--- src/rtl/imem_loader.sv ---
// Host-stream program loader: parses START, COUNT, data words and checksum,
// writes big-endian words into IMEM and releases the CPU with a PC load to 0.
module imem_loader #(
   parameter logic [7:0] START_BYTE     = 8'hA5,
   parameter int         MAX_WORDS      = 64,
   parameter int         TIMEOUT_CYCLES = 1000000
) (
   input  logic        CLK,
   input  logic        RESET,
   input  logic [7:0]  LD_rx_data,
   input  logic        LD_rx_valid,
   output logic        LD_rx_ready,
   output logic        LD_imem_we,
   output logic [7:0]  LD_imem_addr,
   output logic [31:0] LD_imem_data,
   output logic        LD_cpu_hold,
   output logic        LD_pc_load,
   output logic [7:0]  LD_pc_val,
   output logic        LD_done,
   output logic        LD_error
);

   typedef enum logic [2:0] {
      S_IDLE, S_COUNT, S_DATA, S_WRITE, S_CHECK, S_DONE, S_ERROR
   } state_t;

   localparam int         TW   = $clog2(TIMEOUT_CYCLES + 1);
   localparam logic [8:0] MAXW = 9'(MAX_WORDS);

   state_t        state, state_nxt;
   logic          accept, is_start, tmo_active, timeout;
   logic [7:0]    n_words, word_cnt, csum;
   logic [1:0]    byte_idx;
   logic [TW-1:0] tmo_cnt;

   assign accept     = LD_rx_valid && LD_rx_ready;
   assign is_start   = accept && (LD_rx_data == START_BYTE);
   assign tmo_active = (state == S_COUNT) || (state == S_DATA) || (state == S_CHECK);
   assign timeout    = tmo_active && !accept && (tmo_cnt == TW'(TIMEOUT_CYCLES - 1));

   always_ff @(posedge CLK) begin
      if (!RESET) state <= S_IDLE;
      else        state <= state_nxt;
   end

   always_comb begin
      state_nxt = state;
      if (timeout) state_nxt = S_ERROR;
      else begin
         case (state)
            S_IDLE, S_ERROR: if (is_start) state_nxt = S_COUNT;
            S_COUNT: if (accept)
               state_nxt = (LD_rx_data == 8'd0 || {1'b0, LD_rx_data} > MAXW) ? S_ERROR : S_DATA;
            S_DATA:  if (accept && byte_idx == 2'd3) state_nxt = S_WRITE;
            S_WRITE: state_nxt = (word_cnt + 8'd1 == n_words) ? S_CHECK : S_DATA;
            S_CHECK: if (accept) state_nxt = (LD_rx_data == csum) ? S_DONE : S_ERROR;
            S_DONE:  state_nxt = S_IDLE;
            default: state_nxt = S_IDLE;
         endcase
      end
   end

   // Error is sticky only in the sense that ERROR is left solely via a new START.
   always_comb begin
      LD_rx_ready = (state != S_WRITE);
      LD_imem_we  = (state == S_WRITE);
      LD_done     = (state == S_DONE);
      LD_pc_load  = (state == S_DONE);
      LD_pc_val   = 8'd0;
      LD_error    = (state == S_ERROR);
      LD_cpu_hold = (state != S_IDLE) && (state != S_DONE);
   end

   always_ff @(posedge CLK) begin
      if (!RESET) begin
         LD_imem_addr <= 8'd0;
         LD_imem_data <= 32'd0;
         n_words      <= 8'd0;
         word_cnt     <= 8'd0;
         csum         <= 8'd0;
         byte_idx     <= 2'd0;
         tmo_cnt      <= '0;
      end else begin
         tmo_cnt <= (tmo_active && !accept && !timeout) ? tmo_cnt + TW'(1) : '0;
         case (state)
            S_IDLE, S_ERROR: if (is_start) begin
               LD_imem_addr <= 8'd0;
               csum         <= 8'd0;
               word_cnt     <= 8'd0;
            end
            S_COUNT: if (accept) begin
               n_words  <= LD_rx_data;
               byte_idx <= 2'd0;
            end
            S_DATA: if (accept) begin
               LD_imem_data <= {LD_imem_data[23:0], LD_rx_data};
               csum         <= csum + LD_rx_data;
               byte_idx     <= byte_idx + 2'd1;
            end
            S_WRITE: begin
               LD_imem_addr <= LD_imem_addr + 8'd4;
               word_cnt     <= word_cnt + 8'd1;
            end
            default: ;
         endcase
      end
   end

endmodule
--- config.mk ---
export PLATFORM = sky130hd
export DESIGN_NAME = imem_loader
export DESIGN_NICKNAME = d
export VERILOG_FILES = /design/src/rtl/imem_loader.sv
export SDC_FILE = /design/constraint.sdc
export NUM_CORES = 1
export LEC_CHECK = 0
export ABC_AREA = 1
export CAP_MARGIN = 15
export CORE_UTILIZATION = 30
export DETAILED_ROUTE_END_ITERATION = 10
export PLACE_DENSITY_LB_ADDON = 0.2
export SYNTH_ARGS = -nofsm -noshare
export SYNTH_HDL_FRONTEND = slang
export SYNTH_SLANG_ARGS = --single-unit
--- constraint.sdc ---
create_clock -name CLK -period 4.92 [get_ports CLK]
set_input_delay 0.738 -clock CLK [delete_from_list [all_inputs] [get_ports CLK]]
set_output_delay 0.738 -clock CLK [all_outputs]
set_load 0.02 [all_outputs]
# Word-level counts from Yosys, hierarchy flattened
# Index checks and enable logic that the tools add are counted.
[op_classes]
addsub = 5
multipliers = 0
div = 0
order_cmp = 1
n_eq_ne = 22
shifts = 0
n_mux = 17
bitwise_logic = 1
reduce_logical = 28
[op_table]
columns = ["op", "count"]
rows = [
  ["8-bit case mux with 2 select lines", 3],
  ["3-bit 2-to-1 mux", 7],
  ["20-bit by 1-bit adder with 20-bit output (second input constant)", 1],
  ["20-bit equality test (second input constant)", 1],
  ["8-bit equality test", 2],
  ["8-bit 2-to-1 mux", 2],
  ["3-bit case mux with 5 select lines", 1],
  ["3-bit != test (second input constant)", 4],
  ["3-bit equality test (second input constant)", 3],
  ["8-bit by 1-bit adder with 8-bit output (second input constant)", 1],
  ["8-bit by 3-bit adder with 8-bit output (second input constant)", 1],
  ["8-bit adder", 1],
  ["8-bit equality test (second input constant)", 1],
  ["8-bit by 7-bit greater-than comparator with 1-bit output (second input constant)", 1],
  ["8-bit zero test", 1],
  ["2-bit != test (second input constant)", 4],
  ["2-bit AND reduction", 4],
  ["4-bit AND reduction", 2],
  ["1-bit logical AND", 7],
  ["3-bit by 2-bit equality test with 1-bit output (second input constant)", 2],
  ["2-bit 2-to-1 mux", 3],
  ["3-bit by 2-bit != test with 1-bit output (second input constant)", 2],
  ["3-bit AND reduction", 2],
  ["2-bit nonzero test", 3],
  ["other kinds (11)", 15],
]
[totals]
reg_bits = 89
latch_bits = 0
ram_bits = 0
romBits = 0
in_bits = 11
word_cells = 83
n_memories = 0

# Logic depth before layout (Yosys ltp)
# Gate-level depths: netlist of run 1.
[depth]
ltp_word = 8
ltp_mapped = 14

# Least setup slack after synthesis of run 1
# Ideal clock, no wire load.
[synth_timing]
path_kind = "input -> register"
from = "input port LD_rx_data[0]"
to = "register csum[6]"
setup_time_ns = 0.070
t_arrival_ns = 2.184
required_ns = 4.850
slack_ns = 2.666
stages = 13
path_buffers = 0
path_cell_list = "ha_1 > fa_1 > nand2_1 > inv_1 > o21ai_0 > nand2_1 > nand2_1 > nand2_1 > a21oi_1 > nor2_1 > nor2_1 > nand2_1 > a21oi_1"
[synth_between]
elab_chain_cells = 4
elab_cells_between_ends = 7
cone_classes = "add/sub (1); eq/ne (2); mux (2); reduce/logical (2)"
[synth_rtl]
columns = ["item", "line", "text"]
rows = [
  ["start: declaration", "10", "input logic [7:0] LD_rx_data,"],
  ["parallel branches: the longest is 4 deep, another holds 8-bit adder", "-", ""],
  ["end signal: assignment", "97", "csum <= csum + LD_rx_data;"],
  ["end: declaration", "32", "logic [7:0] n_words, word_cnt, csum;"],
]
# Several ways; the timed one is not identified. The select of a mux whose other input is x is not followed.
# A chain may end at the register's enable or synchronous reset.

# Worst setup path after layout of run 1
[layout_timing]
from = "register state[2]"
to = "output port LD_imem_we"
[layout_between]
elab_chain_cells = 1
[layout_rtl]
columns = ["item", "line", "text"]
rows = [
  ["start: declaration", "30", "state_t state, state_nxt;"],
  ["start signal: assignment", "43", "else state <= state_nxt;"],
  ["3-bit by 2-bit equality test with 1-bit output", "66", "LD_imem_we = (state == S_WRITE);"],
  ["end: declaration", "13", "output logic LD_imem_we,"],
]
# No other way between the ends.

==> impl_metrics.py, run 1 <==
metrics = {
    "clocking": {
        "cts_tree": "done",
        "numClockSinks": 87,
        "clk_latency_ns": 0.34,
        "cts_max_path_buffers": 2,
        "htree_levels": 3,
        "cts_root_buffer": "clkbuf_16",
        "cts_setup_buffers": 0,
        "numCtsBuffers": 9,
        "cts_hold_buf": 0,
        "cts_resized": 0,
        "clk_pin_slew_ns": 0.06,
    },
    "layout": {
        "final_cell_mix": "106 x nand2_1, 104 x nor2_1, 87 x dfxtp_1",
        "drive_gt1_frac": 0.0624,
        "final_common_cell": "nand2_1",
        "n_fill_cell": 1458,
        "final_net_count": 676,
        "area_delta_synth_final_pct": 21.9,
        "utilization": 0.376,
        "antenna_cells": 0,
    },
    "flow_run": {
        "max-cap-violations": 0,
    },
    "sta": {
        "finClkSkew_ns": 0.00624,
        "slew_headroom": 0.477,
        "worstMarginPinSlew_ns": 0.784,
        "setup_viol": 0,
        "final_max_slew_viol_count": 0,
        "post-route-period-util": 0.594,
        "fmax_mhz": 342,
        "finalHoldViolCount": 0,
        "period_minus_slack_ns": 2.92,
        "rsz0062_at_grt": "false",
        "tns_ns": 0,
    },
    "critical_path": {
        "slowest_stage": "clkdlybuf4s50_1",
        "cp-end-kind": "output port",
        "arrival_ns": 2.18,
        "ff2ff_path_depth": 12,
        "cp-start-kind": "register",
        "crit_type": "reg2out",
        "cp_cell_sequence": "inv_2 -> nand3_2 -> inv_1 -> clkdlybuf4s50_1",
        "slowest_delay_ns": 0.69,
        "cp_max_fo": 15,
        "crit_required_ns": 4.18,
    },
    "floorplanning": {
        "ios": 65,
        "die_area_um2": 14800,
        "die_w_um": 122,
        "die_h_um": 122,
        "initial_core_util": 0.308,
        "row_count": 43,
        "coreArea_um2": 13900,
    },
    "drt": {
        "drtPass1Iterations": 4,
        "vias": 3896,
        "final_antenna_net_count": 0,
        "via_per_inst": 4.65,
        "wl_per_cell_um": 12.4,
        "finalWirelength_um": 10400,
        "first_iter_violations": 184,
        "drc": 0,
    },
    "run_status": {
        "outcome": "finished, final reports clean",
    },
    "global_routing": {
        "antenna_found_initial": 0,
        "grt_pass1_wl_um": 18000,
        "grt_pass1_vias": 3707,
        "gr-total-overflow": 0,
        "grt_max_degree": 49,
        "grt_use_total": 0.154,
    },
    "yosys": {
        "ys_ff_latch": 87,
        "yosysUniqueCellTypes": 40,
        "synthCells": 606,
        "yosys-top-cells-area": "dfxtp_1 41%, nand2_1 9.3%, nor2_1 9.1%",
        "yosysTopAreaCellShare": 0.405,
        "yosysTopAreaCell": "dfxtp_1",
        "ys_seq_area_frac": 0.405,
        "synth_enable_flop_cells": 0,
        "synth_area_um2": 4300,
        "synth_ff_type": "dfxtp_1",
        "syn_avg_cell_area_um2": 7.09,
        "synthArstFlopShare": 0,
        "yosysWarnings": 0,
    },
    "hold_path": {
        "whs_path_depth": 1,
        "hold_class": "reg2reg",
    },
    "placed_design": {
        "port_buffers": 54,
        "hpwl_um": 7400,
        "place_congestion": 0.835,
    },
    "pwr": {
        "p_per_area_nw_per_um2": 307,
        "peakVddDrop_uv": 216,
        "p_leak_nw": 2.11,
    },
}
cells in the mapped netlist (4+ instances only):
library cell,n
buf_6,4
nor3_1,13
a21oi_1,52
buf_2,6
xor2_1,8
buf_4,11
inv_1,48
nand4_1,11
inv_2,8
nand3_1,43
dfxtp_1,87
o21ai_0,48
nor2_1,104
nand2_1,106
clkbuf_1,8
ha_1,11
kinds of logic (layout without fill, tap and decap cells):
logic type               Yosys count  count (layout)  synth area share
adder cells (fa/ha/maj)           12              12            0.0367
AND/OR/NAND/NOR                  299             299             0.307
other                              1              10          0.000873
flip-flops                        87              87             0.405
AO/OA/AOI/OAI                    111             111             0.135
buffers and inverters             86             128            0.0940
XOR/XNOR                          10              10            0.0204
worst paths after layout:
kind,endpoint,slack (ns),start
worst max-delay path,LD_imem_we,2.00,state[2]$_SDFFE_PN0P_
worst min register to register,tmo_cnt[0]$_SDFF_PN0_,0.45,tmo_cnt[0]$_SDFF_PN0_
worst max register to register,state[1]$_SDFFE_PN0P_,2.91,word_cnt[0]$_SDFFE_PN0P_
worst min-delay path,tmo_cnt[0]$_SDFF_PN0_,0.45,tmo_cnt[0]$_SDFF_PN0_
layout make-up:
type,count,area (µm²),share of cell area
clock buffer,11,243,0.0463
clock inverter,4,70.1,0.0134
inverter,57,216,0.0413
multi-input combinational,442,2190,0.417
sequential,87,1740,0.333
tap,180,225,0.0430
timing repair buffer,56,556,0.106
layer usage:
| layer | vias up | track usage | routed length (µm) |
|---|---|---|---|
| met5 | - | 0 | 0 |
| met2 | 85 | 0.245 | 4650 |
| met1 | 1735 | 0.201 | 5090 |
| met3 | 9 | 0.0463 | 557 |
| li1 | 2067 | - | - |
| met4 | 0 | 0.0394 | 95 |
sequential cells by signal (all words and copies together), names as in the netlist:
signal / cells
LD_imem_addr: 6
LD_imem_data: 32
byte_idx: 2
csum: 8
n_words: 8
state: 3
tmo_cnt: 20
word_cnt: 8
through the flow:
step                cell area (µm²)  total power [W]  hold WS, ns  std cells  setup WS [ns]
finish                         5240          0.00161        0.449        837           2.00
detailed placement             4920         0.000892        0.445        822           2.01
global placement               4920         0.000892        0.432        822           2.06
CTS                            5240          0.00163        0.456        837           1.99
global route                   5240          0.00168        0.473        837           1.85
floorplan                      4330         0.000850        0.417        615           2.67
critical path: cells and delay by family, from the launching register on:
| family | cells | cell delay (ns) |
|---|---|---|
| simple gates | 1 | 0.19 |
| buf+inv | 3 | 1.25 |
| flops | 1 | 0.39 |
report_power, final:
part           total (W)  internal, W  switching [W]
logic           0.000143    0.0000500      0.0000934
clock network   0.000728     0.000454       0.000274
registers       0.000733     0.000720      0.0000136
No activity file was read; power rests on OpenSTA's default activity.
==> run 2, diff against run 1 <==
==> constraint.sdc (replaced) <==
create_clock -name CLK -period 2.4 [get_ports CLK]
set_input_delay 0.36 -clock CLK [delete_from_list [all_inputs] [get_ports CLK]]
set_output_delay 0.36 -clock CLK [all_outputs]
set_load 0.02 [all_outputs]
==> impl_metrics.py, run 2 (same netlist as run 1, synthesis figures left out) <==
metrics = {
    "run_status": {
        "outcome": "finished, final reports clean",
    },
    "layout": {
        "largest_reg_flops": 32,
        "area_delta_synth_final_pct": 24.1,
        "antenna_cells": 0,
        "stdcell_area_um2": 5340,
        "final_common_cell": "nand2_1",
        "drive_gt1_frac": 0.0863,
        "final_net_count": 692,
        "reg_top3": "LD_imem_data x32, tmo_cnt x20",
        "final_cell_mix": "106 x nand2_1, 104 x nor2_1, 87 x dfxtp_1",
        "top_register": "LD_imem_data",
    },
    "critical_path": {
        "arrival_ns": 1.80,
        "slowest_delay_ns": 0.64,
        "rrSetupSlack_ns": 0.39,
        "slowest_stage": "clkdlybuf4s50_1",
        "crit_family": "buffers and inverters",
        "crit_type": "reg2out",
        "cp_max_fo": 6,
        "cp-end-kind": "output port",
        "path_buf_inv": 3,
        "crit_required_ns": 2.04,
        "cp-start-kind": "register",
        "cp_cell_sequence": "inv_2 -> nor2_1 -> inv_2 -> nor2_1 -> clkdlybuf4s50_1",
        "ff2ff_path_depth": 12,
        "crit-reg2reg-launch": "word_cnt[0]$_SDFFE_PN0P_",
        "reg2reg_to": "state[1]$_SDFFE_PN0P_",
    },
    "global_routing": {
        "gr-total-overflow": 0,
        "antenna_found_initial": 0,
        "grt_max_degree": 43,
        "grt_pass1_vias": 3743,
        "grt_pass1_wl_um": 18400,
        "grt_use_total": 0.157,
    },
    "hold_path": {
        "whs_path_depth": 1,
        "min_to": "tmo_cnt[0]$_SDFF_PN0_",
        "hold_class": "reg2reg",
        "hp-start": "tmo_cnt[0]$_SDFF_PN0_",
    },
    "clocking": {
        "cts_setup_buffers": 0,
        "cts_root_buffer": "clkbuf_16",
        "numCtsBuffers": 9,
        "htree_levels": 3,
        "clk_latency_ns": 0.34,
        "cts_max_path_buffers": 2,
        "clk_pin_slew_ns": 0.06,
        "cts_tree": "done",
        "numClockSinks": 87,
    },
    "pwr": {
        "p_leak_nw": 2.17,
        "p_total_w": 0.00320,
        "p_per_area_nw_per_um2": 599,
        "peakVddDrop_uv": 272,
    },
    "floorplanning": {
        "ios": 65,
        "row_count": 43,
        "die_h_um": 122,
        "initial_core_util": 0.308,
        "die_w_um": 122,
        "die_area_um2": 14800,
        "coreArea_um2": 13900,
    },
    "placed_design": {
        "hpwl_um": 7800,
        "postPlaceCellArea_um2": 5040,
        "port_buffers": 54,
        "place_congestion": 0.831,
    },
    "sta": {
        "finalHoldViolCount": 0,
        "fmax_mhz": 462,
        "period_minus_slack_ns": 2.16,
        "final_max_slew_viol_count": 0,
        "tns_ns": 0,
        "post-route-period-util": 0.902,
        "rsz0062_at_grt": "false",
        "finClkSkew_ns": 0.0117,
        "fin_hold_ws_ns": 0.446,
        "setup_viol": 0,
    },
    "drt": {
        "drc": 0,
        "vias": 3954,
        "wl_per_cell_um": 12.7,
        "finalWirelength_um": 10800,
        "first_iter_violations": 222,
        "drtPass1Iterations": 6,
        "via_per_inst": 4.64,
        "final_antenna_net_count": 0,
    },
    "flow_run": {
        "max-cap-violations": 0,
    },
}
run 2: worst reg2reg max path: stages, from the launching register on:
cell     delay (ns)
dfxtp_1        0.47
ha_1           0.27
nand2_1        0.14
nor2_1         0.23
nand3_1        0.13
nand3_1        0.11
nand2_1        0.08
nor2_1         0.17
nand3_1        0.09
nand2_1        0.06
nand2_1        0.04
nand2_1        0.06
a21oi_1        0.06
run 2: timing repair:
item	4_1_cts	5_1_grt
setup endpoints to repair	0	3
hold endpoints to repair	0	0
hold buffers	0	0
gates resized for setup	0	1
run 2: worst max path at each step:
stage	startpoint	end	slack [ns]	depth (start not counted)
4_1_cts	state[0]$_SDFFE_PP0P_	LD_done	0.14	3
6_report	state[1]$_SDFFE_PN0P_	LD_error	0.24	5
5_1_grt	LD_rx_data[0]	csum[6]$_SDFFE_PN0P_	0.05	14
2_1_floorplan	LD_rx_data[0]	csum[6]$_SDFFE_PN0P_	0.52	13
3_5_place_dp	LD_rx_data[0]	csum[6]$_SDFFE_PN0P_	-0.08	14
3_3_place_gp	LD_rx_data[0]	csum[6]$_SDFFE_PN0P_	-0.06	14
run 2: per-layer routing:
metal  track usage  vias to the layer above  wire (µm)
li1              -                     2097          -
met1         0.215                     1773       5390
met2         0.244                       72       4840
met3        0.0304                       12        438
met4        0.0579                        0        145
met5             0                        -          0
run 2: metrics by stage:
stage               cells  utilization  setup slack [ns]
global route          852        0.383            0.0483
floorplan             615            -             0.524
detailed placement    838        0.362           -0.0769
global placement      838        0.362           -0.0646
finish                852        0.383             0.236
CTS                   852        0.383             0.135
run 2: area by class of cell:
cell class	instances	area (µm²)
sequential	87	1740
clock inverter	5	60.1
inverter	57	216
multi-input combinational	442	2190
clock buffer	9	225
fill	1454	8600
timing repair buffer	72	676
tap	180	225
run 2: power breakdown:
group,total (W),internal (W),switching [W]
combinational,0.000316,0.000117,0.000199
sequential,0.00150,0.00148,0.0000282
clock,0.00138,0.000799,0.000580
total,0.00320,0.00239,0.000807
==> run 3, diff against run 2 <==
--- a/config.mk
+++ b/config.mk
@@ -7,6 +7,7 @@
 export LEC_CHECK = 0
 export ABC_AREA = 1
 export CAP_MARGIN = 15
+export CORE_MARGIN = 5
 export CORE_UTILIZATION = 30
 export DETAILED_ROUTE_END_ITERATION = 10
 export PLACE_DENSITY_LB_ADDON = 0.2
==> constraint.sdc (replaced) <==
create_clock -name CLK -period 2.6 [get_ports CLK]
set_input_delay 0.39 -clock CLK [delete_from_list [all_inputs] [get_ports CLK]]
set_output_delay 0.39 -clock CLK [all_outputs]
set_load 0.02 [all_outputs]
==> impl_metrics.py, run 3 (same netlist as run 1, synthesis figures left out) <==
metrics = {
    "run_status": {
        "outcome": "finished, final reports clean",
    },
    "sta": {
        "setup_viol": 0,
        "fmax_mhz": 424,
        "period_minus_slack_ns": 2.36,
        "tns_ns": 0,
        "post-route-period-util": 0.907,
        "final_max_slew_viol_count": 0,
        "finClkSkew_ns": 0.00784,
        "worstMarginPinSlew_ns": 0.768,
        "slew_headroom": 0.488,
        "finalHoldViolCount": 0,
        "worst_slack_ns": 0.241,
        "rsz0062_at_grt": "false",
    },
    "critical_path": {
        "rrSetupSlack_ns": 0.56,
        "ff2ff_path_depth": 13,
        "slowest_stage": "clkdlybuf4s50_1",
        "crit_type": "reg2out",
        "path_buf_inv": 2,
        "arrival_ns": 1.97,
        "cp-end-kind": "output port",
        "cp-start-kind": "register",
        "cp_cell_sequence": "inv_2 -> nor3_1 -> clkdlybuf4s50_1",
        "crit_required_ns": 2.21,
        "reg2reg_to": "csum[6]$_SDFFE_PN0P_",
        "crit_family": "buffers and inverters",
        "slowest_delay_ns": 0.68,
        "crit-reg2reg-launch": "csum[0]$_SDFFE_PN0P_",
        "cp_max_fo": 7,
    },
    "pwr": {
        "p_leak_nw": 2.13,
        "peakVddDrop_uv": 268,
        "pwr-share-clk": 0.450,
        "pwr-share-comb": 0.093,
        "p_sw_w": 0.000767,
        "switching_share": 0.253,
        "p_per_area_nw_per_um2": 574,
        "seqPwrFrac": 0.457,
        "internal_power_w": 0.00227,
    },
    "clocking": {
        "numCtsBuffers": 9,
        "cts_resized": 0,
        "numClockSinks": 87,
        "cts_hold_buf": 0,
        "htree_levels": 3,
        "clk_pin_slew_ns": 0.07,
        "clk_latency_ns": 0.34,
        "cts_setup_buffers": 0,
        "cts_tree": "done",
        "cts_max_path_buffers": 2,
        "cts_root_buffer": "clkbuf_16",
    },
    "drt": {
        "wl_per_cell_um": 13.0,
        "first_iter_violations": 297,
        "finalWirelength_um": 11000,
        "drtPass1Iterations": 4,
        "vias": 3935,
        "final_antenna_net_count": 0,
        "drc": 0,
        "via_per_inst": 4.66,
    },
    "floorplanning": {
        "row_count": 43,
        "die_h_um": 130,
        "coreArea_um2": 14000,
        "die_area_um2": 16800,
        "initial_core_util": 0.307,
        "ios": 65,
        "die_w_um": 130,
    },
    "global_routing": {
        "grt_max_degree": 47,
        "grt_pass1_vias": 3734,
        "antenna_found_initial": 0,
        "grt_pass1_wl_um": 18200,
        "gr-total-overflow": 0,
        "grt_use_total": 0.134,
    },
    "flow_run": {
        "max-cap-violations": 0,
    },
    "placed_design": {
        "hpwl_um": 7980,
        "place_congestion": 0.829,
        "port_buffers": 54,
        "dp_worst_setup_slack_ns": 0.0310,
    },
    "layout": {
        "antenna_cells": 0,
        "top_register": "LD_imem_data",
        "largest_reg_flops": 32,
        "drive_gt1_frac": 0.0738,
        "area_delta_synth_final_pct": 23.0,
        "final_cell_mix": "106 x nand2_1, 104 x nor2_1, 87 x dfxtp_1",
        "final_net_count": 682,
        "ff_latch_area_um2": 1740,
        "n_fill_cell": 1477,
        "reg_top3": "LD_imem_data x32, tmo_cnt x20",
        "final_common_cell": "nand2_1",
        "multiInputGateArea_um2": 2190,
    },
    "hold_path": {
        "min_to": "tmo_cnt[0]$_SDFF_PN0_",
        "hold_class": "reg2reg",
        "whs_path_depth": 1,
        "hp-start": "tmo_cnt[0]$_SDFF_PN0_",
    },
}
[run 3: cell types whose count changed in the layout (fill, tap and decap cells not counted)]
cell / delta
inv_6: +1
nor3_1: +1
clkbuf_8: +2
clkinv_2: -1
nor3_2: -1
buf_4: -10
[run 3: power by group through the flow]
| stage | registers [W] | logic, W | clock network (W) |
|---|---|---|---|
| final | 0.00139 | 0.000282 | 0.00137 |
| after global routing | 0.00139 | 0.000315 | 0.00146 |
| after CTS | 0.00139 | 0.000282 | 0.00140 |
| after detailed placement | 0.00142 | 0.000280 | 0 |
| after global placement | 0.00142 | 0.000280 | 0 |
| after floorplan | 0.00142 | 0.000186 | 0 |
[run 3: worst max path at each step]
stage | from | endpoint | slack (ns) | depth (start not counted)
6_report | state[2]$_SDFFE_PN0P_ | LD_done | 0.24 | 3
3_5_place_dp | LD_rx_data[0] | csum[6]$_SDFFE_PN0P_ | 0.03 | 14
2_1_floorplan | LD_rx_data[0] | csum[6]$_SDFFE_PN0P_ | 0.69 | 13
3_3_place_gp | LD_rx_data[0] | csum[6]$_SDFFE_PN0P_ | 0.08 | 14
4_1_cts | state[2]$_SDFFE_PN0P_ | LD_done | 0.22 | 3
5_1_grt | LD_rx_data[0] | csum[6]$_SDFFE_PN0P_ | 0.04 | 14
[run 3: cell type report]
type | count | area share
clock buffer | 11 | 0.0478
multi-input combinational | 442 | 0.413
tap | 180 | 0.0426
inverter | 57 | 0.0409
sequential | 87 | 0.329
timing repair buffer | 62 | 0.114
clock inverter | 5 | 0.0121
[run 3: layer usage]
metal  vias up  wire length [µm]  global-route usage
li1       2074                 -                   -
met1      1748              5250               0.176
met5         -                 0                   0
met2       102              4960               0.214
met4         0               138              0.0434
met3        11               645              0.0348
[run 3: metrics by stage]
stage	power, W	util	instances	instance area (µm²)	hold WS, ns
2_1_floorplan	0.00161	-	615	4330	0.417
6_report	0.00304	0.378	844	5290	0.446
5_1_grt	0.00316	0.378	844	5290	0.479
4_1_cts	0.00307	0.378	844	5290	0.449
3_5_place_dp	0.00170	0.355	828	4970	0.439
3_3_place_gp	0.00170	0.355	828	4970	0.431
